`config.mk`:
```
export PLATFORM = sky130hd
export DESIGN_NAME = register_writeback
export DESIGN_NICKNAME = d
export VERILOG_FILES = /design/src/rtl/register_writeback_pkg.sv /design/src/rtl/register_writeback_forward.sv /design/src/rtl/register_writeback.sv
export SDC_FILE = /design/constraint.sdc
export NUM_CORES = 1
export LEC_CHECK = 0
export ABC_AREA = 0
export BUFFER_PORTS_ARGS = -buffer_cell sky130_fd_sc_hd__buf_2
export CAP_MARGIN = 20
export CORE_AREA = 8 8 133 135
export CTS_CLUSTER_DIAMETER = 120
export DETAILED_ROUTE_END_ITERATION = 12
export DIE_AREA = 0 0 141 143
export GPL_ROUTABILITY_DRIVEN = 1
export GPL_TIMING_DRIVEN = 0
export PLACE_DENSITY = 0.75
export SLEW_MARGIN = 20
export SYNTH_ARGS = -nofsm -noshare
export SYNTH_HDL_FRONTEND = slang
export SYNTH_SLANG_ARGS = --single-unit
```
`constraint.sdc`:
```
create_clock -name clock -period 5.4 [get_ports clock]
set_input_delay 1.08 -clock clock [delete_from_list [all_inputs] [get_ports clock]]
set_output_delay 1.08 -clock clock [all_outputs]
set_load 0.01 [all_outputs]
```
`src/rtl/register_writeback_pkg.sv`:
```
// Shared widths and queue entry layout for the register set write-back path.
package register_writeback_pkg;

  localparam int unsigned DATA_W   = 16;
  localparam int unsigned SEL_W    = 3;
  localparam int unsigned NUM_REGS = 8;

  // One pending write: destination register plus data, tagged valid while queued.
  typedef struct packed {
    logic              valid;
    logic [SEL_W-1:0]  reg_sel;
    logic [DATA_W-1:0] data;
  } wb_entry_t;

  localparam wb_entry_t WB_ENTRY_EMPTY = '0;

  // Make a queued entry from a producer result.
  function automatic wb_entry_t make_entry(input logic [SEL_W-1:0] reg_sel,
                                           input logic [DATA_W-1:0] data);
    wb_entry_t e;
    e.valid   = 1'b1;
    e.reg_sel = reg_sel;
    e.data    = data;
    return e;
  endfunction

endpackage

```
`src/rtl/register_writeback_forward.sv`:
```
// Youngest-match search over the pending write queue for one operand select.
module writeback_forward
  import register_writeback_pkg::*;
#(
  parameter int unsigned DEPTH = 4,
  localparam int unsigned PTR_W = $clog2(DEPTH),
  localparam int unsigned CNT_W = $clog2(DEPTH + 1)
) (
  input  wb_entry_t         entries [DEPTH],
  input  logic [PTR_W-1:0]  rd_ptr,
  input  logic [CNT_W-1:0]  count,
  input  logic [SEL_W-1:0]  select,
  output logic              hit,
  output logic [DATA_W-1:0] data
);

  logic [PTR_W-1:0] idx;

  // Walk oldest to youngest so the last match seen is the youngest one.
  always_comb begin
    hit  = 1'b0;
    data = '0;
    idx  = '0;
    for (int unsigned i = 0; i < DEPTH; i++) begin
      idx = PTR_W'(rd_ptr + PTR_W'(i));
      if ((CNT_W'(i) < count) && entries[idx].valid &&
          (entries[idx].reg_sel == select)) begin
        hit  = 1'b1;
        data = entries[idx].data;
      end
    end
  end

endmodule

```
`src/rtl/register_writeback.sv`:
```
// Write-side client of the 8 x 16-bit register set: in-order result queue,
// one drain per cycle into the write port, and read-after-write forwarding.
module register_writeback
  import register_writeback_pkg::*;
#(
  parameter int unsigned DEPTH = 4
) (
  input  logic              clock,
  input  logic              reset_n,
  input  logic              res_valid,
  output logic              res_ready,
  input  logic [SEL_W-1:0]  res_reg,
  input  logic [DATA_W-1:0] res_data,
  input  logic              wr_hold,
  output logic              wr_enable,
  output logic [SEL_W-1:0]  wr_reg,
  output logic [DATA_W-1:0] wr_data,
  input  logic [SEL_W-1:0]  x_select,
  input  logic [SEL_W-1:0]  y_select,
  output logic              x_fwd_hit,
  output logic [DATA_W-1:0] x_fwd_data,
  output logic              y_fwd_hit,
  output logic [DATA_W-1:0] y_fwd_data,
  output logic [SEL_W-1:0]  pending_count
);

  localparam int unsigned PTR_W = $clog2(DEPTH);
  localparam int unsigned CNT_W = $clog2(DEPTH + 1);

  wb_entry_t        entries [DEPTH];
  logic [PTR_W-1:0] rd_ptr;
  logic [PTR_W-1:0] wr_ptr;
  logic [CNT_W-1:0] count;
  logic             push;
  logic             pop;
  logic             empty;
  logic             full;
  wb_entry_t        head;

  // Occupancy flags come from the count, so pointer equality is never ambiguous.
  always_comb begin
    empty = (count == '0);
    full  = (count == CNT_W'(DEPTH));
    head  = entries[rd_ptr];
  end

  // Handshake and drain strobes; res_ready depends on registered state only.
  always_comb begin
    res_ready     = !full;
    push          = res_valid && !full;
    wr_enable     = !empty && !wr_hold;
    pop           = wr_enable;
    wr_reg        = empty ? '0 : head.reg_sel;
    wr_data       = empty ? '0 : head.data;
    pending_count = SEL_W'(count);
  end

  // Queue storage, pointers and occupancy; reset discards everything queued.
  always_ff @(posedge clock or negedge reset_n) begin
    if (!reset_n) begin
      for (int unsigned i = 0; i < DEPTH; i++) begin
        entries[i] <= WB_ENTRY_EMPTY;
      end
      rd_ptr <= '0;
      wr_ptr <= '0;
      count  <= '0;
    end else begin
      if (pop) begin
        entries[rd_ptr].valid <= 1'b0;
        rd_ptr                <= PTR_W'(rd_ptr + PTR_W'(1));
      end
      if (push) begin
        entries[wr_ptr] <= make_entry(res_reg, res_data);
        wr_ptr          <= PTR_W'(wr_ptr + PTR_W'(1));
      end
      case ({push, pop})
        2'b10:   count <= CNT_W'(count + CNT_W'(1));
        2'b01:   count <= CNT_W'(count - CNT_W'(1));
        default: count <= count;
      endcase
    end
  end

  // Operand x forwarding.
  writeback_forward #(.DEPTH(DEPTH)) u_fwd_x (
    .entries (entries),
    .rd_ptr  (rd_ptr),
    .count   (count),
    .select  (x_select),
    .hit     (x_fwd_hit),
    .data    (x_fwd_data)
  );

  // Operand y forwarding.
  writeback_forward #(.DEPTH(DEPTH)) u_fwd_y (
    .entries (entries),
    .rd_ptr  (rd_ptr),
    .count   (count),
    .select  (y_select),
    .hit     (y_fwd_hit),
    .data    (y_fwd_data)
  );

endmodule
```
**After elaboration in Yosys (flattened, before gate mapping)**

Cells that the tools add are included.

- $add $sub $neg: 6
- Order comparisons: 11
- Muxes and demuxes: 39
- Reductions and logical operators: 21
- Bitwise logic cells: 5
- Equal/unequal tests: 11

Operators with widths:

| operator | count |
|---|---|
| 20-bit two-way mux | 10 |
| 20-bit binary-select mux with 2-bit select | 4 |
| 80-bit bitwise mux | 2 |
| 80-bit two-way mux | 2 |
| 16-bit two-way mux | 9 |
| 20-bit demux with 2-bit select | 2 |
| 3-bit == test | 8 |
| 1-bit logical AND | 16 |
| 3-bit >= comparator (second input constant) | 5 |
| 2-bit NOT with 3-bit output | 5 |
| 1-bit two-way mux | 8 |
| 1-bit by 3-bit less-than comparator with 1-bit output (first input constant) | 2 |
| 2-bit by 3-bit less-than comparator with 1-bit output (first input constant) | 2 |
| 3-bit by 1-bit less-than comparator with 1-bit output (second input constant) | 2 |
| 3-bit case mux with 2 select lines | 1 |
| 2-bit by 1-bit adder with 2-bit output (second input constant) | 2 |
| 2-bit adder (second input constant) | 2 |
| 3-bit by 1-bit adder with 3-bit output (second input constant) | 1 |
| 3-bit == test (second input constant) | 1 |
| 1-bit logical NOT | 3 |
| 3-bit logical NOT | 1 |
| 3-bit two-way mux | 1 |
| 3-bit by 1-bit subtractor with 3-bit output (second input constant) | 1 |
| 2-bit by 1-bit == test with 1-bit output (second input constant) | 1 |
| 2 further kinds | 2 |

- Output and inout port bits: 58
- Word-level logic and storage cells: 108
- Register bits after elaboration: 87

**Depth between registers and ports, before layout**

- Depth after elaboration: 10
- Depth in mapped cells: 14

**Cells and area by module**

From an unflattened synthesis, not the netlist that was laid out.

- Cells, all modules: 770
- Area total of the unflattened synthesis: 9908.3 um^2

By module, submodules not included:

| module | instances | area each (um^2) | cells each |
|---|---|---|---|
| writeback_forward | 2 | 2773.9 | 254 |
| register_writeback | 1 | 4360.4 | 262 |

**Worst setup path after synthesis**

Ideal clock, no wire load.

- Path kind: register to output
- From: register rd_ptr[0]
- To: output port y_fwd_data[14]
- Cell stages (with the launch flop): 14
- Arrival time: 3.485 ns
- Buffers on the path: 6
- Path slack: 0.835 ns
- Cell sequence: dfrtp_1 buf_6 buf_6 buf_2 inv_1 buf_1 ha_1 buf_6 mux4_2 xnor2_1 and4_1 buf_6 a211oi_1 a221oi_1

- Elaborated cells between the ends (all ways): 35

RTL lines:

| element | line | text |
|---|---|---|
| from (decl) | register_writeback.sv:31 | `logic [PTR_W-1:0] rd_ptr;` |
| from (signal assigned) | register_writeback.sv:70 | `rd_ptr <= PTR_W'(rd_ptr + PTR_W'(1));` |
| 2-bit adder * | -- |  |
| via u_fwd_x.idx[0] | register_writeback_forward.sv:17 | `logic [PTR_W-1:0] idx;` |
| 2-bit NOT with 3-bit output (implied by the code) * | register_writeback_forward.sv:26, register_writeback_forward.sv:27, register_writeback_forward.sv:29 |  |
| 20-bit binary-select mux with 2-bit select * | register_writeback_forward.sv:26, register_writeback_forward.sv:27, register_writeback_forward.sv:29 |  |
| 20-bit two-way mux (implied by the code) * | register_writeback_forward.sv:29 | `data = entries[idx].data;` |
| 20-bit two-way mux (implied by the code) * | register_writeback_forward.sv:27 | `(entries[idx].reg_sel == select)) begin` |
| 3-bit == test / 1-bit logical AND (equally long branches) | register_writeback_forward.sv:27, register_writeback_forward.sv:26 |  |
| 1-bit logical AND | register_writeback_forward.sv:26 | `if ((CNT_W'(i) < count) && entries[idx].valid &&` |
| 16-bit two-way mux * | register_writeback_forward.sv:26 |  |
| to (decl) | register_writeback.sv:23 | `output logic [DATA_W-1:0] y_fwd_data,` |

The timed path passes the listed nets; every way through them passes the cells marked *. The select of a mux whose other input is x is not followed.

**Worst setup path after layout**

- From: register rd_ptr[0]
- To: output port x_fwd_data[6]

- Word-level cells in the longest chain between the ends: 10
- Elaborated cells between the ends (all ways): 35

Ends and longest elaborated chain:

| element | line | text |
|---|---|---|
| 2-bit by 1-bit adder with 2-bit output / 2-bit NOT with 3-bit output (equally long branches) | -- |  |
| 2-bit NOT with 3-bit output (implied by the code) / 20-bit binary-select mux with 2-bit select (equally long branches) | register_writeback_forward.sv:26, register_writeback_forward.sv:27, register_writeback_forward.sv:29 |  |
| 20-bit binary-select mux with 2-bit select / 20-bit two-way mux (equally long branches) | register_writeback_forward.sv:26, register_writeback_forward.sv:27, register_writeback_forward.sv:29 |  |
| 20-bit two-way mux, on equally long branches | register_writeback_forward.sv:29, register_writeback_forward.sv:26 |  |
| 20-bit two-way mux (implied by the code), or another cell as far along | register_writeback_forward.sv:29 |  |
| 3-bit == test / 1-bit logical AND (equally long branches) | register_writeback_forward.sv:27, register_writeback_forward.sv:26 |  |
| 1-bit logical AND / 16-bit two-way mux (equally long branches) | register_writeback_forward.sv:26 |  |
| 16-bit two-way mux (2 in series) | register_writeback_forward.sv:26 |  |
| 16-bit two-way mux * | register_writeback_forward.sv:26 |  |
| to (decl) | register_writeback.sv:21 | `output logic [DATA_W-1:0] x_fwd_data,` |

Every way passes the cells marked *; elsewhere a longest branch is shown, timed or not. The select of a mux whose other input is x is not followed.

==> insert_results.sql <==
INSERT INTO impl_metrics (metric_group, metric, value, unit) VALUES
('status', 'status', 'finished clean', ''),
('timing', 'fin_tns_setup', '0', 'ns'),
('synthesis', 'netlist_top_cells_area', 'sky130_fd_sc_hd__dfrtp_1, sky130_fd_sc_hd__mux4_2, sky130_fd_sc_hd__mux2_2', ''),
('timing', 'worstMarginPinSlew', '1.06', 'ns'),
('synthesis', 'post_synth.cell_area_avg', '12.1', 'um^2'),
('synthesis', 'synth.yosys.warnings', '0', ''),
('synthesis', 'yosysSeqAreaShare', '31.0', '%'),
('timing', 'fin_crit_sh', '97.1', '%'),
('place', 'place.port_buffers', '80', ''),
('clock_network', 'clock_tree.root_cell', 'sky130_fd_sc_hd__clkbuf_16', ''),
('finish', 'layout-drive-gt1-share', '45.7', '%'),
('critical_path', 'worst_path_most_repeated_cell', 'sky130_fd_sc_hd__buf_6', ''),
('global_routing', 'number_of_global_route_vias_before_repair', '6114', ''),
('timing', 'report.final.slew_viol_count', '0', ''),
('timing', 'timing.max_slew.rel_slack', '29.2', '%'),
('critical_path', 'worst-endpoint-required', '4.32', 'ns'),
('floorplanning', 'core-area', '15600', 'um^2'),
('detailed_routing', 'routed_via_density', '6.68', ''),
('clock_network', 'cts_hold_fix_bufs', '0', ''),
('finish', 'post_layout_nonfiller_instances', '890', ''),
('detailed_routing', 'route.detailed.drc', '0', ''),
('detailed_routing', 'drt_iter0_markers', '903', ''),
('critical_path', 'worstPathCellList', 'buf_8 > buf_6 > buf_6 > clkinvlp_4 > ha_4 > buf_8 > mux4_2 > xnor2_1 > and4_1 > clkbuf_4 > buf_6 > a211oi_1 > a221oi_2 > buf_2', ''),
('place', 'place_inst', '876', ''),
('critical_path', 'setup.worst_path.class', 'reg2out', ''),
('synthesis', 'synth_edf_count', '0', ''),
('critical_path', 'critical_path.endpoint_type', 'output port', ''),
('detailed_routing', 'antenna_left', '0', ''),
('synthesis', 'synth_top_flop_cell', 'sky130_fd_sc_hd__dfrtp_1', ''),
('timing', 'min_period', '5.24', 'ns'),
('critical_path', 'worst-path-buf-inv', '8', ''),
('clock_network', 'clock_tree.buffer_depth', '2', ''),
('finish', 'layout.nets', '712', ''),
('synthesis', 'synth_top_area_share', '31.0', '%'),
('floorplanning', 'floorplan.die.width', '141', 'um'),
('finish', 'mostFrequentLayoutCell', 'sky130_fd_sc_hd__buf_2', ''),
('timing', 'achievable-frequency', '191', 'MHz'),
('synthesis', 'flop_and_latch_count_out_of_synthesis', '87', ''),
('clock_network', 'cts_num_sinks', '87', ''),
('synthesis', 'distinct_cells_synth', '38', ''),
('critical_path', 'critical_path.slowest_cell', 'sky130_fd_sc_hd__mux4_2', ''),
('synthesis', 'synthDominantAreaCellType', 'sky130_fd_sc_hd__dfrtp_1', ''),
('critical_path', 'cp_top_family', 'buffers and inverters', ''),
('synthesis', 'synthesis.nets', '621', ''),
('timing', 'rsz0062_at_grt', 'no', ''),
('floorplanning', 'die_h', '143', 'um'),
('timing', 'total_of_endpoints_with_negative_setup_slack_in_the_final_report', '0', ''),
('place', 'gp_routability_congestion', '0.937', ''),
('global_routing', 'grt_pass1_wl', '35000', 'um'),
('floorplanning', 'fp.dieArea', '20200', 'um^2'),
('critical_path', 'critical_path.startpoint_type', 'flip-flop', ''),
('clock_network', 'cts_buffers', '9', ''),
('floorplanning', 'floorplan.rows', '46', ''),
('critical_path', 'crit_fanout', '10', ''),
('floorplanning', 'pin_count', '87', ''),
('timing', 'setup_ws', '0.158', 'ns'),
('critical_path', 'critPathArrivalTime', '4.16', 'ns'),
('global_routing', 'grt_use_total', '22.7', '%'),
('finish', 'most_frequent_cells_in_the_layout', 'sky130_fd_sc_hd__buf_2, sky130_fd_sc_hd__dfrtp_1, sky130_fd_sc_hd__mux2_2', ''),
('clock_network', 'tritoncts', 'done', ''),
('global_routing', 'grt_antenna_before_repair', '0', ''),
('clock_network', 'h-tree-depth', '3', ''),
('detailed_routing', 'postRouteWirelength', '22700', 'um'),
('run', 'max_cap_violations', '0', ''),
('timing', 'timing_hold_violations_final', '0', ''),
('min_path', 'min_path_type', 'reg2reg', ''),
('global_routing', 'grt_max_degree', '45', ''),
('detailed_routing', 'wire_per_inst', '25.5', 'um'),
('critical_path', 'max_incr_delay_on_cp', '0.55', 'ns'),
('clock_network', 'latest_clock_arrival_within_the_worst_skew_pair', '0.37', 'ns'),
('global_routing', 'globalRoute.totalOverflow', '0', '');
-- Yosys cell counts, drive strengths merged (2+ instances only) --
cell,n
nor2,34
mux4,72
xnor2,28
a211oi,24
mux2i,17
nand2,28
and2,22
and4,8
or4,2
a21oi,9
mux2,84
nand3,24
ha,13
clkbuf,20
a221oi,24
dfrtp,87
buf,36
o22ai,8
nor2b,2
inv,15
o21ai,11
nand4,5
-- area by class of cell --
type / count / area, um^2 / share of cell area, %
Multi-Input combinational cell: 421 / 4520 / 55.9
Sequential cell: 87 / 2180 / 26.9
Timing Repair Buffer: 82 / 430 / 5.32
Buffer: 54 / 330 / 4.08
Tap cell: 216 / 270 / 3.34
Clock buffer: 10 / 239 / 2.95
Clock inverter: 5 / 65.1 / 0.804
Inverter: 15 / 60.1 / 0.742
-- worst register-to-register path: cells and delay by family (launching register included) --
family	cells	cell delay (ns)
buf+inv	7	2.03
flops	1	0.41
fa+ha+maj	1	0.36
simple gates	1	0.09
compound gates	1	0.08
-- stage by stage --
step                cell area, um^2  hold WS [ns]  utilization (%)
CTS                            8040         0.556             51.5
global placement               7700         0.509             49.4
finish                         8090         0.562             51.9
floorplan                      7030         0.487                -
detailed placement             7720         0.539             49.5
global route                   8090         0.574             51.9
-- repair_timing --
| item | 4_1_cts | 5_1_grt |
|---|---|---|
| setup endpoints to repair | 34 | 25 |
| buffers inserted | 1 | 0 |
| resized for setup | 4 | 10 |
| pin swaps | 0 | 1 |
-- state kept, by name, indices dropped and copies added (netlist names) --
signal,flops
entries,80
pending_count,3
rd_ptr,2
wr_ptr,2
-- worst paths after layout --
path                       depth (start not counted)         from       endpoint  slack (ns)
min in group asynchronous                          1      reset_n    entries[24]        0.71
max                                               14    rd_ptr[0]  x_fwd_data[6]        0.16
min                                                2  entries[39]    entries[39]        0.56
max reg2reg                                       10    rd_ptr[0]      rd_ptr[1]        2.34
min reg2reg                                        2  entries[39]    entries[39]        0.56
max in group asynchronous                          2      reset_n    entries[22]        4.04
-- cells by family after synthesis --
family | synth area share (%)
adders and majority gates | 2.31
buffers and inverters | 5.30
muxes | 38.9
AOI/OAI and AO/OA | 9.31
and+or+nand+nor | 9.24
xor gates and xnor gates | 3.93
DFF | 31.0
-- layer usage --
metal  routed length (um)  track usage [%]  share of wire (%)
met1                 8760             28.6                 39
met2                10600             35.8                 47
met3                 2500             5.71                 11
met4                  879             11.2                3.9
met5                    0                0                  0
Power is not shown: default switching activity piles up to over one toggle a cycle in this logic, so the estimate is an artifact.
